--- src/rtl/logic_op_sequencer_pkg.sv ---
// Shared definitions for the logic-unit sequencer: op codes, FSM states, operand-count helper.
package logic_ops_pkg;

    localparam logic [2:0] OP_AND  = 3'b000;
    localparam logic [2:0] OP_NAND = 3'b001;
    localparam logic [2:0] OP_OR   = 3'b010;
    localparam logic [2:0] OP_NOR  = 3'b011;
    localparam logic [2:0] OP_XOR  = 3'b100;
    localparam logic [2:0] OP_XNOR = 3'b101;
    localparam logic [2:0] OP_NOT  = 3'b110;
    localparam logic [2:0] OP_INV  = 3'b111;

    // Op codes with both upper bits set (NOT, INV) take only the A word.
    localparam logic [2:0] SINGLE_OP_MASK = 3'b110;

    typedef enum logic [1:0] {
        IDLE   = 2'd0,
        WAIT_B = 2'd1,
        EXEC   = 2'd2,
        RESP   = 2'd3
    } seq_state_t;

    function automatic logic is_single_op(input logic [2:0] ctrl);
        return (ctrl & SINGLE_OP_MASK) == SINGLE_OP_MASK;
    endfunction

endpackage

--- src/rtl/logic_op_sequencer_if.sv ---
// Operand input stream plus result output stream of the sequencer.
interface logic_op_sequencer_if #(
    parameter int WIDTH = 4
);
    logic             in_valid;
    logic             in_ready;
    logic [WIDTH-1:0] in_data;
    logic [2:0]       in_ctrl;
    logic             out_valid;
    logic             out_ready;
    logic [WIDTH-1:0] out_y;
    logic             out_zero;
    logic             out_err;
    logic [2:0]       out_ctrl;

    modport master (
        output in_valid, in_data, in_ctrl, out_ready,
        input  in_ready, out_valid, out_y, out_zero, out_err, out_ctrl
    );

    modport slave (
        input  in_valid, in_data, in_ctrl, out_ready,
        output in_ready, out_valid, out_y, out_zero, out_err, out_ctrl
    );
endinterface

--- src/rtl/logic_op_sequencer.sv ---
// Registers operands for the external logic unit and returns its captured result; A->valid is 3 cycles
// (2 for single-operand ops); one op in flight, no input accepted while a result waits on out_ready.
module logic_op_sequencer
    import logic_ops_pkg::*;
#(
    parameter int WIDTH = 4,
    parameter int CNT_W = 8
) (
    input  logic              clk,
    input  logic              rst,
    logic_op_sequencer_if.slave bus,
    output logic [WIDTH-1:0]  lu_a,
    output logic [WIDTH-1:0]  lu_b,
    output logic [2:0]        lu_ctrl,
    input  logic [WIDTH-1:0]  lu_y,
    output logic [CNT_W-1:0]  op_count
);

    localparam logic [CNT_W-1:0] CNT_MAX = {CNT_W{1'b1}};

    seq_state_t       state_q, state_d;
    logic [WIDTH-1:0] a_q, b_q, y_q;
    logic [2:0]       ctrl_q, out_ctrl_q;
    logic             zero_q, err_q;
    logic [CNT_W-1:0] cnt_q;
    logic             in_ready_c, out_valid_c;
    logic [WIDTH-1:0] exec_y;

    // The logic unit's output for the unsupported code is meaningless, so it is masked.
    assign exec_y = (ctrl_q == OP_INV) ? '0 : lu_y;

    always_comb begin
        state_d     = state_q;
        in_ready_c  = 1'b0;
        out_valid_c = 1'b0;
        case (state_q)
            IDLE: begin
                in_ready_c = 1'b1;
                if (bus.in_valid)
                    state_d = is_single_op(bus.in_ctrl) ? EXEC : WAIT_B;
            end
            WAIT_B: begin
                in_ready_c = 1'b1;
                if (bus.in_valid)
                    state_d = EXEC;
            end
            EXEC: state_d = RESP;
            RESP: begin
                out_valid_c = 1'b1;
                if (bus.out_ready)
                    state_d = IDLE;
            end
            default: state_d = IDLE;
        endcase
    end

    always_ff @(posedge clk or posedge rst) begin
        if (rst) begin
            state_q    <= IDLE;
            a_q        <= '0;
            b_q        <= '0;
            ctrl_q     <= '0;
            y_q        <= '0;
            zero_q     <= 1'b0;
            err_q      <= 1'b0;
            out_ctrl_q <= '0;
            cnt_q      <= '0;
        end else begin
            state_q <= state_d;
            case (state_q)
                IDLE: begin
                    if (bus.in_valid) begin
                        a_q    <= bus.in_data;
                        ctrl_q <= bus.in_ctrl;
                        if (is_single_op(bus.in_ctrl))
                            b_q <= '0;
                    end
                end
                WAIT_B: begin
                    if (bus.in_valid)
                        b_q <= bus.in_data;
                end
                EXEC: begin
                    y_q        <= exec_y;
                    zero_q     <= (exec_y == '0);
                    err_q      <= (ctrl_q == OP_INV);
                    out_ctrl_q <= ctrl_q;
                end
                RESP: begin
                    if (bus.out_ready && cnt_q != CNT_MAX)
                        cnt_q <= cnt_q + 1'b1;
                end
                default: ;
            endcase
        end
    end

    assign bus.in_ready  = in_ready_c;
    assign bus.out_valid = out_valid_c;
    assign bus.out_y     = y_q;
    assign bus.out_zero  = zero_q;
    assign bus.out_err   = err_q;
    assign bus.out_ctrl  = out_ctrl_q;
    assign lu_a          = a_q;
    assign lu_b          = b_q;
    assign lu_ctrl       = ctrl_q;
    assign op_count      = cnt_q;

endmodule

--- src/flat_wrapper.sv ---
// flat-port wrapper written by rule: the top's interface ports become plain ports
module logic_op_sequencer_flat import logic_ops_pkg::*;
#(
    parameter int WIDTH = 4,
    parameter int CNT_W = 8
)
  (clk, rst, lu_a, lu_b, lu_ctrl, lu_y, op_count, bus_in_valid, bus_in_data, bus_in_ctrl, bus_out_ready, bus_in_ready, bus_out_valid, bus_out_y, bus_out_zero, bus_out_err, bus_out_ctrl);
  logic_op_sequencer_if #(.WIDTH(WIDTH)) bus_i ();
  input  logic clk;
  input  logic rst;
  output logic [WIDTH-1:0] lu_a;
  output logic [WIDTH-1:0] lu_b;
  output logic [2:0] lu_ctrl;
  input  logic [WIDTH-1:0] lu_y;
  output logic [CNT_W-1:0] op_count;
  input wire logic [$bits(bus_i.in_valid)-1:0] bus_in_valid;
  input wire logic [$bits(bus_i.in_data)-1:0] bus_in_data;
  input wire logic [$bits(bus_i.in_ctrl)-1:0] bus_in_ctrl;
  input wire logic [$bits(bus_i.out_ready)-1:0] bus_out_ready;
  output wire logic [$bits(bus_i.in_ready)-1:0] bus_in_ready;
  output wire logic [$bits(bus_i.out_valid)-1:0] bus_out_valid;
  output wire logic [$bits(bus_i.out_y)-1:0] bus_out_y;
  output wire logic [$bits(bus_i.out_zero)-1:0] bus_out_zero;
  output wire logic [$bits(bus_i.out_err)-1:0] bus_out_err;
  output wire logic [$bits(bus_i.out_ctrl)-1:0] bus_out_ctrl;
  assign bus_i.in_valid = bus_in_valid;
  assign bus_i.in_data = bus_in_data;
  assign bus_i.in_ctrl = bus_in_ctrl;
  assign bus_i.out_ready = bus_out_ready;
  assign bus_in_ready = bus_i.in_ready;
  assign bus_out_valid = bus_i.out_valid;
  assign bus_out_y = bus_i.out_y;
  assign bus_out_zero = bus_i.out_zero;
  assign bus_out_err = bus_i.out_err;
  assign bus_out_ctrl = bus_i.out_ctrl;
  logic_op_sequencer #(.WIDTH(WIDTH), .CNT_W(CNT_W)) u_core (.clk(clk), .rst(rst), .bus(bus_i), .lu_a(lu_a), .lu_b(lu_b), .lu_ctrl(lu_ctrl), .lu_y(lu_y), .op_count(op_count));
endmodule
--- config.mk ---
export PLATFORM = sky130hd
export DESIGN_NAME = logic_op_sequencer_flat
export DESIGN_NICKNAME = d
export VERILOG_FILES = /design/src/rtl/logic_op_sequencer_pkg.sv /design/src/rtl/logic_op_sequencer_if.sv /design/src/rtl/logic_op_sequencer.sv /design/src/flat_wrapper.sv
export SDC_FILE = /design/constraint.sdc
export NUM_CORES = 1
export LEC_CHECK = 0
export ABC_AREA = 1
export CORE_UTILIZATION = 40
export CTS_CLUSTER_SIZE = 8
export DETAILED_ROUTE_END_ITERATION = 10
export GPL_TIMING_DRIVEN = 0
export MAX_ROUTING_LAYER = met4
export PLACE_DENSITY = 0.72
export SETUP_SLACK_MARGIN = 0.4
export SKIP_CTS_REPAIR_TIMING = 1
export SLEW_MARGIN = 20
export SYNTH_ARGS = -nofsm -noshare
export SYNTH_HDL_FRONTEND = slang
export SYNTH_SLANG_ARGS = --single-unit
--- constraint.sdc ---
create_clock -name clk -period 1.28 [get_ports clk]
set_input_delay 0.256 -clock clk [delete_from_list [all_inputs] [get_ports clk]]
set_output_delay 0.256 -clock clk [all_outputs]
set_load 0.02 [all_outputs]
==> qor.yml, run 1 <==
pwr-share-clk_pct: 9.7
synth-xor-area-share_pct: 1.79
synth_compound_area_share_pct: 5.81
min_path_type: "primary input to flop"
seqPwrFrac_pct: 29.3
synth.distinct_cells: 21
fin_util_pct: 74.2
synth.area.top_cells: "dfrtp_1, nand2_1, inv_1, ha_1, mux2_2"
max_freq_mhz: 662
wire_per_inst_microns: 13.4
power.switching_w: 0.00254
syn-cell-area_sq_mm: 0.00147
finalNetCount: 271
dieArea_sq_mm: 0.00391
rows: 21
gp_congestion: 0.764
syn_to_final_growth_pct: 73.1
crit_required_ns: 1.02
remaining_drc_errors: 0
grt_pass1_vias: 1309
die_y_microns: 62.5
final.period_utilization_pct: 118
synth_top_family_by_area: "simple AND/OR/NAND/NOR gates"
path_class: "flop to output pin"
grt_max_degree: 31
place.detailed.hpwl_microns: 2430
cp_max_fo: 3
clock_sinks: 30
avgSynthCellArea_sq_um: 8.62
finalCriticalPeriod_ns: 1.51
comb_power_share_pct: 61.0
synth-simple-area-share_pct: 27.5
start_util_pct: 42.9
path_cells: "inv_4, ha_4, inv_2, nand2_4, buf_6"
status: "finished with violations"
grtUsageTotal_pct: 18.8
synth_nets: 190
leakage_nw: 1.25
holdWs_ns: 0.291
rsz0062_at_grt: "yes"
numCtsBuffers: 5
htree_num_levels: 2
wirelength_microns: 4000
ir_worst_vdd_v: 0.00154
cts.clk_slew.worst_paths_ns: 0.09
startpoint_type: "flop"
power_density_mw_per_mm2: 2380
yosys.area.top_type: "dfrtp_1"
boundaryPins: 45
crit_path_top_delay_cell: "dfrtp_2"
grt_pass1_wl_microns: 5580
cap_violations: 0
setup_slack_ns: -0.230
insertion_delay_ns: 0.32
clock_tree.root_cell: "clkbuf_4"
slew-limit-headroom_pct: 55.7
grt_remaining_overflow: 0
critical_path.endpoint_type: "output pin"
arrival_ns: 1.25
dr.pass1.iters: 4
io_buffers: 43
vias: 1435
core_sq_mm: 0.00342
p_sw_share_pct: 42.1
yosysSeqAreaShare_pct: 51.2
failed_checks: "setup timing"
hold_viol_final: 0
drive_gt1_share_pct: 51.2
antenna_found_initial: 0
clock_skew_ns: 0.00387
slew_viol_final: 0
worst_pin_slew_ns: 0.663
synth_top_area_share_pct: 51.2
antennaDiodeCount: 0
synth_seq_cells: 30
postSynthCellCount: 170
ant_nets: 0
via_per_inst: 4.82
power.internal_w: 0.00349
slowest_delay_ns: 0.46
first_iter_violations: 37
fin_setup_tns_ns: -1.65
cts_max_path_buffers: 2
synth-adder-area-share_pct: 4.27
cts_tree: "done"
yosys_warnings: 0
setup_violations: 18
die-width_microns: 62.5
synthMuxAreaShare_pct: 3.84
[through the flow]
step                      total power [W]  worst slack, ns  cells  area [sq um]
after global placement            0.00418           -0.404    259          2030
final                             0.00603           -0.230    298          2540
after floorplan                   0.00318           0.0621    170          1550
after detailed placement          0.00426           -0.414    259          2030
after global routing              0.00641           -0.287    298          2540
after CTS                         0.00486           -0.783    267          2090
[cell usage after synthesis, drive strengths merged]
library cell   n
ha             5
nand3b         1
mux2           5
buf            2
a21oi          1
nand2         69
o21ai         13
nand4          3
nor2          10
xnor2          1
nand3          9
inv           19
xor2           2
dfrtp         30
[layer usage]
metal | part of all wire [%] | GRT usage, % | wire length (microns) | vias up
met5 | 0 | - | 0 | -
met4 | 1.5 | 8.14 | 59 | 0
met3 | 4.2 | 4.93 | 167 | 8
met2 | 54 | 32.2 | 2140 | 40
met1 | 41 | 20.6 | 1630 | 694
li1 | - | - | - | 693
[flip-flops by register name, indices dropped and copies added, names as in the netlist]
register	cells
u_core.bus.out_err	1
u_core.bus.out_zero	1
u_core.bus.out_y	4
u_core.lu_b	4
u_core.state_q	2
u_core.bus.out_ctrl	3
u_core.lu_ctrl	3
u_core.lu_a	4
u_core.op_count	8
[final cells by class]
type,count,area [sq um]
Clock inverter,1,5.00
Timing Repair Buffer,74,721
Fill cell,229,880
Inverter,19,85.1
Sequential cell,30,759
Clock buffer,7,55.1
Buffer,2,16.3
Multi-Input combinational cell,119,837
Tap cell,46,57.6
[power groups by stage]
stage / registers, W / logic [W] / clock network [W]
finish: 0.00177 / 0.00368 / 0.000583
global route: 0.00182 / 0.00394 / 0.000653
CTS: 0.00168 / 0.00258 / 0.000595
detailed placement: 0.00169 / 0.00257 / 0
global placement: 0.00168 / 0.00250 / 0
floorplan: 0.00208 / 0.00110 / 0
[layout by cell type, fill, tap and decap left out, types with 3 or more instances in the layout]
cell / synthesis / layout
nor2_1: 7 / 3
clkbuf_4: 0 / 5
dfrtp_1: 30 / 23
nand3_1: 8 / 6
buf_6: 0 / 33
nor2_4: 1 / 3
inv_2: 0 / 3
ha_4: 0 / 5
clkdlybuf4s50_1: 0 / 13
inv_4: 0 / 4
mux2_2: 5 / 3
inv_1: 19 / 11
nand2_4: 1 / 5
nand4_1: 3 / 3
nand2_2: 1 / 12
o21ai_2: 4 / 3
nor2_2: 2 / 4
nand2_1: 67 / 51
o21ai_1: 1 / 6
buf_4: 0 / 28
dfrtp_2: 0 / 7
[worst max-delay path, delay by kind of cell, from the launching register on]
family / cells / cell delay, ns
and+or+nand+nor: 1 / 0.07
adders and majority gates: 1 / 0.14
DFF: 1 / 0.46
buffers and inverters: 3 / 0.27
[worst paths after layout]
check / cells after the start / start / slack (ns) / end
worst max-delay path: 5 / u_core.state_q[0]$_DFFE_PP0P_ / -0.23 / bus_in_ready
worst min-delay path: 3 / bus_out_ready / 0.29 / u_core.op_count[5]$_DFFE_PP0P_
worst max register to register: 8 / u_core.state_q[0]$_DFFE_PP0P_ / -0.16 / u_core.state_q[1]$_DFFE_PP0P_
worst min register to register: 2 / u_core.bus.out_y[3]$_DFFE_PP0P_ / 0.51 / u_core.bus.out_y[3]$_DFFE_PP0P_
max in group asynchronous: 2 / rst / 0.51 / u_core.op_count[0]$_DFFE_PP0P_
min in group asynchronous: 2 / rst / 0.36 / u_core.op_count[4]$_DFFE_PP0P_
[logic make-up after synthesis]
group                      Yosys count
and+or+nand+nor                     92
DFF                                 30
buffers and inverters               21
AOI/OAI and AO/OA                   14
muxes                                5
adders and majority gates            5
xor gates and xnor gates             3
Note: power is estimated with default switching activity, not from simulation.
==> run 2, diff against run 1 <==
Settings changed: PLACE_DENSITY 0.72 to 0.78.
Clock period 1.28 ns to 1.6 ns, I/O delays scaled along.
==> run 2 against run 1 <==
Against the previous run:
- the flow now finishes without violations
- sequential share of layout area increased by 1.3 points
- combinational power decreased by 25%
- core utilization down 3.1 points
- worst setup slack improved by 0.24 ns
- critical path depth stayed put
- design area decreased by 4.1%
- clock skew up 0.013 ns
- count of clock-buffer cells in the layout did not move
- first-iteration DRC count up 30%
- clock power down 18%
==> qor.yml, run 2 (same netlist as run 1, synthesis figures left out) <==
largest_reg_flops: 8  # unchanged
core_sq_mm: 0.00342  # unchanged
cts.clk_slew.worst_paths_ns: 0.11  # +0.02 ns
wirelength_microns: 3680  # -8.0%
slew_viol_final: 0  # unchanged
fin_setup_tns_ns: 0  # +1.65 ns
final_common_cell: "nand2_1"
dieArea_sq_mm: 0.00391  # unchanged
syn_to_final_growth_pct: 65.9
place.detailed.hpwl_microns: 2150  # -11%
vias: 1390  # -3.1%
numCtsBuffers: 5  # unchanged
start_util_pct: 42.9  # unchanged
gp_congestion: 0.791  # +3.6%
clock_tree.root_cell: "clkbuf_4"
holdWs_ns: 0.353  # +0.0614 ns
insertion_delay_ns: 0.33  # about the same
first_iter_violations: 48  # +30%
slew-limit-headroom_pct: 59.5  # +3.8 points
postPlaceCellArea_sq_mm: 0.00201  # -1.4%
remaining_drc_errors: 0  # unchanged
rsz0062_at_grt: "yes"
grt_pass1_wl_microns: 4910  # -12%
cts_tree: "done"
crit_required_ns: 1.28  # +0.26 ns
arrival_ns: 1.27  # +0.02 ns
boundaryPins: 45  # unchanged
critical_path.endpoint_type: "output pin"
dr.pass1.iters: 4  # unchanged
max_freq_mhz: 627
grt_pass1_vias: 1129  # -14%
rows: 21  # unchanged
ant_nets: 0  # unchanged
grt_remaining_overflow: 0  # unchanged
antenna_found_initial: 0  # unchanged
clock_skew_ns: 0.0164  # +0.0125 ns
finalCriticalPeriod_ns: 1.59
cp-startpoint: "u_core.state_q[1]$_DFFE_PP0P_"
cp_max_fo: 5  # +2
fin_util_pct: 71.2  # -3.1 points
ir_worst_vdd_v: 0.00130  # -16%
grt_max_degree: 31  # unchanged
setup_violations: 0  # -18
via_per_inst: 4.73  # -1.8%
status: "finished clean"
leakage_nw: 1.20  # -3.6%
cts_max_path_buffers: 2  # unchanged
hold_viol_final: 0  # unchanged
power_density_mw_per_mm2: 1890  # -20%
design_area_sq_mm: 0.00243  # -4.1%
worst_pin_slew_ns: 0.607  # -0.0564 ns
wire_per_inst_microns: 12.5  # -6.8%
path_class: "flop to output pin"
antennaDiodeCount: 0  # unchanged
min_from: "bus_out_ready"
grtUsageTotal_pct: 16.8  # -2.0 points
clock_sinks: 30  # unchanged
final.period_utilization_pct: 99.6
min_path_type: "primary input to flop"
io_buffers: 43  # unchanged
r2r-start: "u_core.state_q[1]$_DFFE_PP0P_"
drive_gt1_share_pct: 45.6  # -5.6 points
cap_violations: 0  # unchanged
power.total_w: 0.00461  # -24%
htree_num_levels: 2  # unchanged
mostFrequentLayoutCells: "nand2_1, buf_6, buf_4"
startpoint_type: "flop"
die_y_microns: 62.5  # unchanged
die-width_microns: 62.5  # unchanged
finalNetCount: 267  # -1.5%
==> run 2: changes by cell type in the layout (fill, tap and decap cells not counted), moves of 3 or more <==
cell     change
nand2_2      -7
o21ai_1      -3
o21ai_0      +4
nand2_1     +10
==> run 2: area by class of cell <==
cell class                 count  area [sq um]
clock inverter                 1          5.00
multi-input combinational    119           777
fill                         254           985
sequential                    30           761
tap                           46          57.6
inverter                      19          76.3
timing repair buffer          70           683
clock buffer                   7          55.1
buffer                         2          16.3
==> run 2: routing by layer <==
| metal | routed length (microns) | global-route usage [%] |
|---|---|---|
| met1 | 1530 | 20.2 |
| met2 | 1950 | 26.2 |
| met3 | 172 | 5.84 |
| met4 | 30 | 6.10 |
| met5 | 0 | - |
==> run 2: worst paths after layout <==
kind | depth (start not counted) | slack [ns] | end
setup / recovery | 5 | 0.006 | bus_in_ready
hold / removal | 3 | 0.35 | u_core.op_count[5]$_DFFE_PP0P_
setup reg to reg | 8 | 0.19 | u_core.state_q[0]$_DFFE_PP0P_
hold reg to reg | 2 | 0.51 | u_core.lu_b[1]$_DFFE_PP0P_
max in group asynchronous | 2 | 0.77 | u_core.state_q[0]$_DFFE_PP0P_
min in group asynchronous | 2 | 0.38 | u_core.op_count[4]$_DFFE_PP0P_
==> run 2: worst max-delay path, cell delays in order, from the launching register on <==
cell	delay, ns
dfrtp_2	0.46
inv_4	0.09
ha_4	0.16
inv_2	0.05
nand2_4	0.07
buf_6	0.12
==> run 2: stage by stage <==
step	setup WS [ns]	instances
floorplan	0.373	170
global placement	-0.214	259
detailed placement	-0.156	259
CTS	-0.547	267
global route	-0.0491	294
finish	0.00604	294
==> run 2: report_power, final <==
part	total [W]	switching [W]	internal [W]	leakage (nW)
sequential	0.00137	0.000287	0.00108	0.372
combinational	0.00276	0.00134	0.00142	0.798
clock	0.000477	0.000264	0.000213	0.0353
==> run 3, diff against run 2 <==
Settings changed: CORE_UTILIZATION 40 to 32, PLACE_DENSITY 0.78 to 0.66.
==> run 3 against run 2 <==
Against the previous run:
- combinational power is 21% lower
- sequential cell count stayed put
- register-to-register slack about the same
- global-route usage fell by 3.3 points
- hold slack better by 0.050 ns
- count of clock-buffer cells in the layout grew 1
- highest routed layer unchanged
- non-clock buffer count shrank 12
- sequential power about the same
- largest power group unchanged
- clock power rose by 50%
- critical path depth unchanged
- largest cell class is now registers
- die area grew 24%
==> qor.yml, run 3 (same netlist as run 1, synthesis figures left out) <==
max_freq_mhz: 661  # +5.3%
finalNetCount: 255  # -4.5%
remaining_drc_errors: 0  # unchanged
drive_gt1_share_pct: 44.1  # -1.5 points
final.period_utilization_pct: 94.6  # -5.1 points
setup_violations: 0  # unchanged
ant_nets: 0  # unchanged
power_density_mw_per_mm2: 1890  # -0.29%
startpoint_type: "flop"
cts.clk_slew.worst_paths_ns: 0.06  # -0.05 ns
wire_per_inst_microns: 10.9  # -13%
slew_viol_final: 0  # unchanged
grt_max_degree: 31  # unchanged
mostFrequentLayoutCells: "nand2_1, dfrtp_1, clkbuf_2"
status: "finished clean"
via_per_inst: 4.48  # -5.3%
clock_skew_ns: 0.00330  # -0.0131 ns
arrival_ns: 1.19  # -0.08 ns
power.total_w: 0.00423  # -8.1%
slew-limit-headroom_pct: 57.6  # -1.9 points
insertion_delay_ns: 0.28  # -0.05 ns
placedCellCount: 265  # +2.3%
leakage_nw: 1.13  # -5.9%
crit_path_top_delay_cell: "dfrtp_2"
grtUsageTotal_pct: 13.6  # -3.3 points
finalCriticalPeriod_ns: 1.51  # -0.0809 ns
htree_num_levels: 2  # unchanged
gp_congestion: 0.744  # -6.0%
die_y_microns: 69.7  # +11%
core_sq_mm: 0.00438  # +28%
rsz0062_at_grt: "yes"
cap_violations: 0  # unchanged
cts_tree: "done"
worst_pin_slew_ns: 0.635  # +0.0282 ns
grt_remaining_overflow: 0  # unchanged
clock_sinks: 30  # unchanged
dr.pass1.iters: 4  # unchanged
syn_to_final_growth_pct: 52.9
antennaDiodeCount: 0  # unchanged
critical_path.endpoint_type: "output pin"
dieArea_sq_mm: 0.00485  # +24%
start_util_pct: 33.4  # -9.5 points
hold_viol_final: 0  # unchanged
path_class: "flop to output pin"
clock_tree.root_cell: "clkbuf_8"
grt_pass1_vias: 1075  # -4.8%
min_path_type: "primary input to flop"
path_cells: "inv_4, ha_4, inv_2, nand2_4, buf_6"
vias: 1290  # -7.2%
numCtsBuffers: 5  # unchanged
grt_pass1_wl_microns: 4930  # +0.29%
final_cell_count_no_fill: 288  # -2.0%
die-width_microns: 69.7  # +11%
antenna_found_initial: 0  # unchanged
largest_reg_flops: 8  # unchanged
crit_required_ns: 1.28  # about the same
slowest_delay_ns: 0.45  # about the same
ir_worst_vdd_v: 0.000949  # -27%
rows: 24  # +14%
first_iter_violations: 49  # +2.1%
boundaryPins: 45  # unchanged
io_buffers: 43  # unchanged
wirelength_microns: 3130  # -15%
final_common_cell: "nand2_1"
cp_max_fo: 4  # -1
cts_max_path_buffers: 2  # unchanged
place.detailed.hpwl_microns: 2100  # -2.6%
run 3: area by class of cell:
class / count / area (sq um)
Timing Repair Buffer: 58 / 463
Inverter: 19 / 78.8
Sequential cell: 30 / 759
Fill cell: 419 / 2140
Clock buffer: 8 / 110
Buffer: 2 / 16.3
Multi-Input combinational cell: 119 / 747
Tap cell: 52 / 65.1
run 3: routing by layer:
metal / routed length [microns] / share of wire [%] / track usage [%]
met5: 0 / 0 / -
met4: 38 / 1.2 / 4.67
met3: 185 / 5.9 / 5.81
met2: 1360 / 44 / 18.7
met1: 1550 / 49 / 17.9
run 3: critical path, delay by kind of cell (launching register included):
family	cells	cell delay [ns]
adders and majority gates	1	0.16
and+or+nand+nor	1	0.06
DFF	1	0.45
buffers and inverters	3	0.24
run 3: stage by stage:
stage | utilization, % | setup TNS, ns | hold slack, ns | setup slack (ns) | cell area [sq um]
after floorplan | - | 0 | 0.411 | 0.373 | 1520
after global placement | 45.9 | -5.51 | 0.458 | -0.264 | 2010
after detailed placement | 45.9 | -0.215 | 0.458 | -0.178 | 2010
after CTS | 48.4 | -1.36 | 0.385 | -0.495 | 2120
after global routing | 51.1 | 0 | 0.405 | 0.0421 | 2240
final | 51.1 | 0 | 0.403 | 0.0870 | 2240
run 3: power breakdown:
group / internal (W) / total [W] / switching, W
combinational: 0.000990 / 0.00217 / 0.00118
sequential: 0.00108 / 0.00135 / 0.000266
clock: 0.000434 / 0.000714 / 0.000280
run 3: final timing paths:
path	start	end	slack, ns	cells after the start
max in group asynchronous	rst	u_core.op_count[3]$_DFFE_PP0P_	0.70	2
max reg2reg	u_core.state_q[0]$_DFFE_PP0P_	u_core.lu_b[3]$_DFFE_PP0P_	0.19	8
min in group asynchronous	rst	u_core.bus.out_y[0]$_DFFE_PP0P_	0.44	2
min reg2reg	u_core.bus.out_ctrl[0]$_DFFE_PP0P_	u_core.bus.out_ctrl[0]$_DFFE_PP0P_	0.47	2
min	bus_out_ready	u_core.op_count[6]$_DFFE_PP0P_	0.40	3
max	u_core.state_q[0]$_DFFE_PP0P_	bus_in_ready	0.09	5
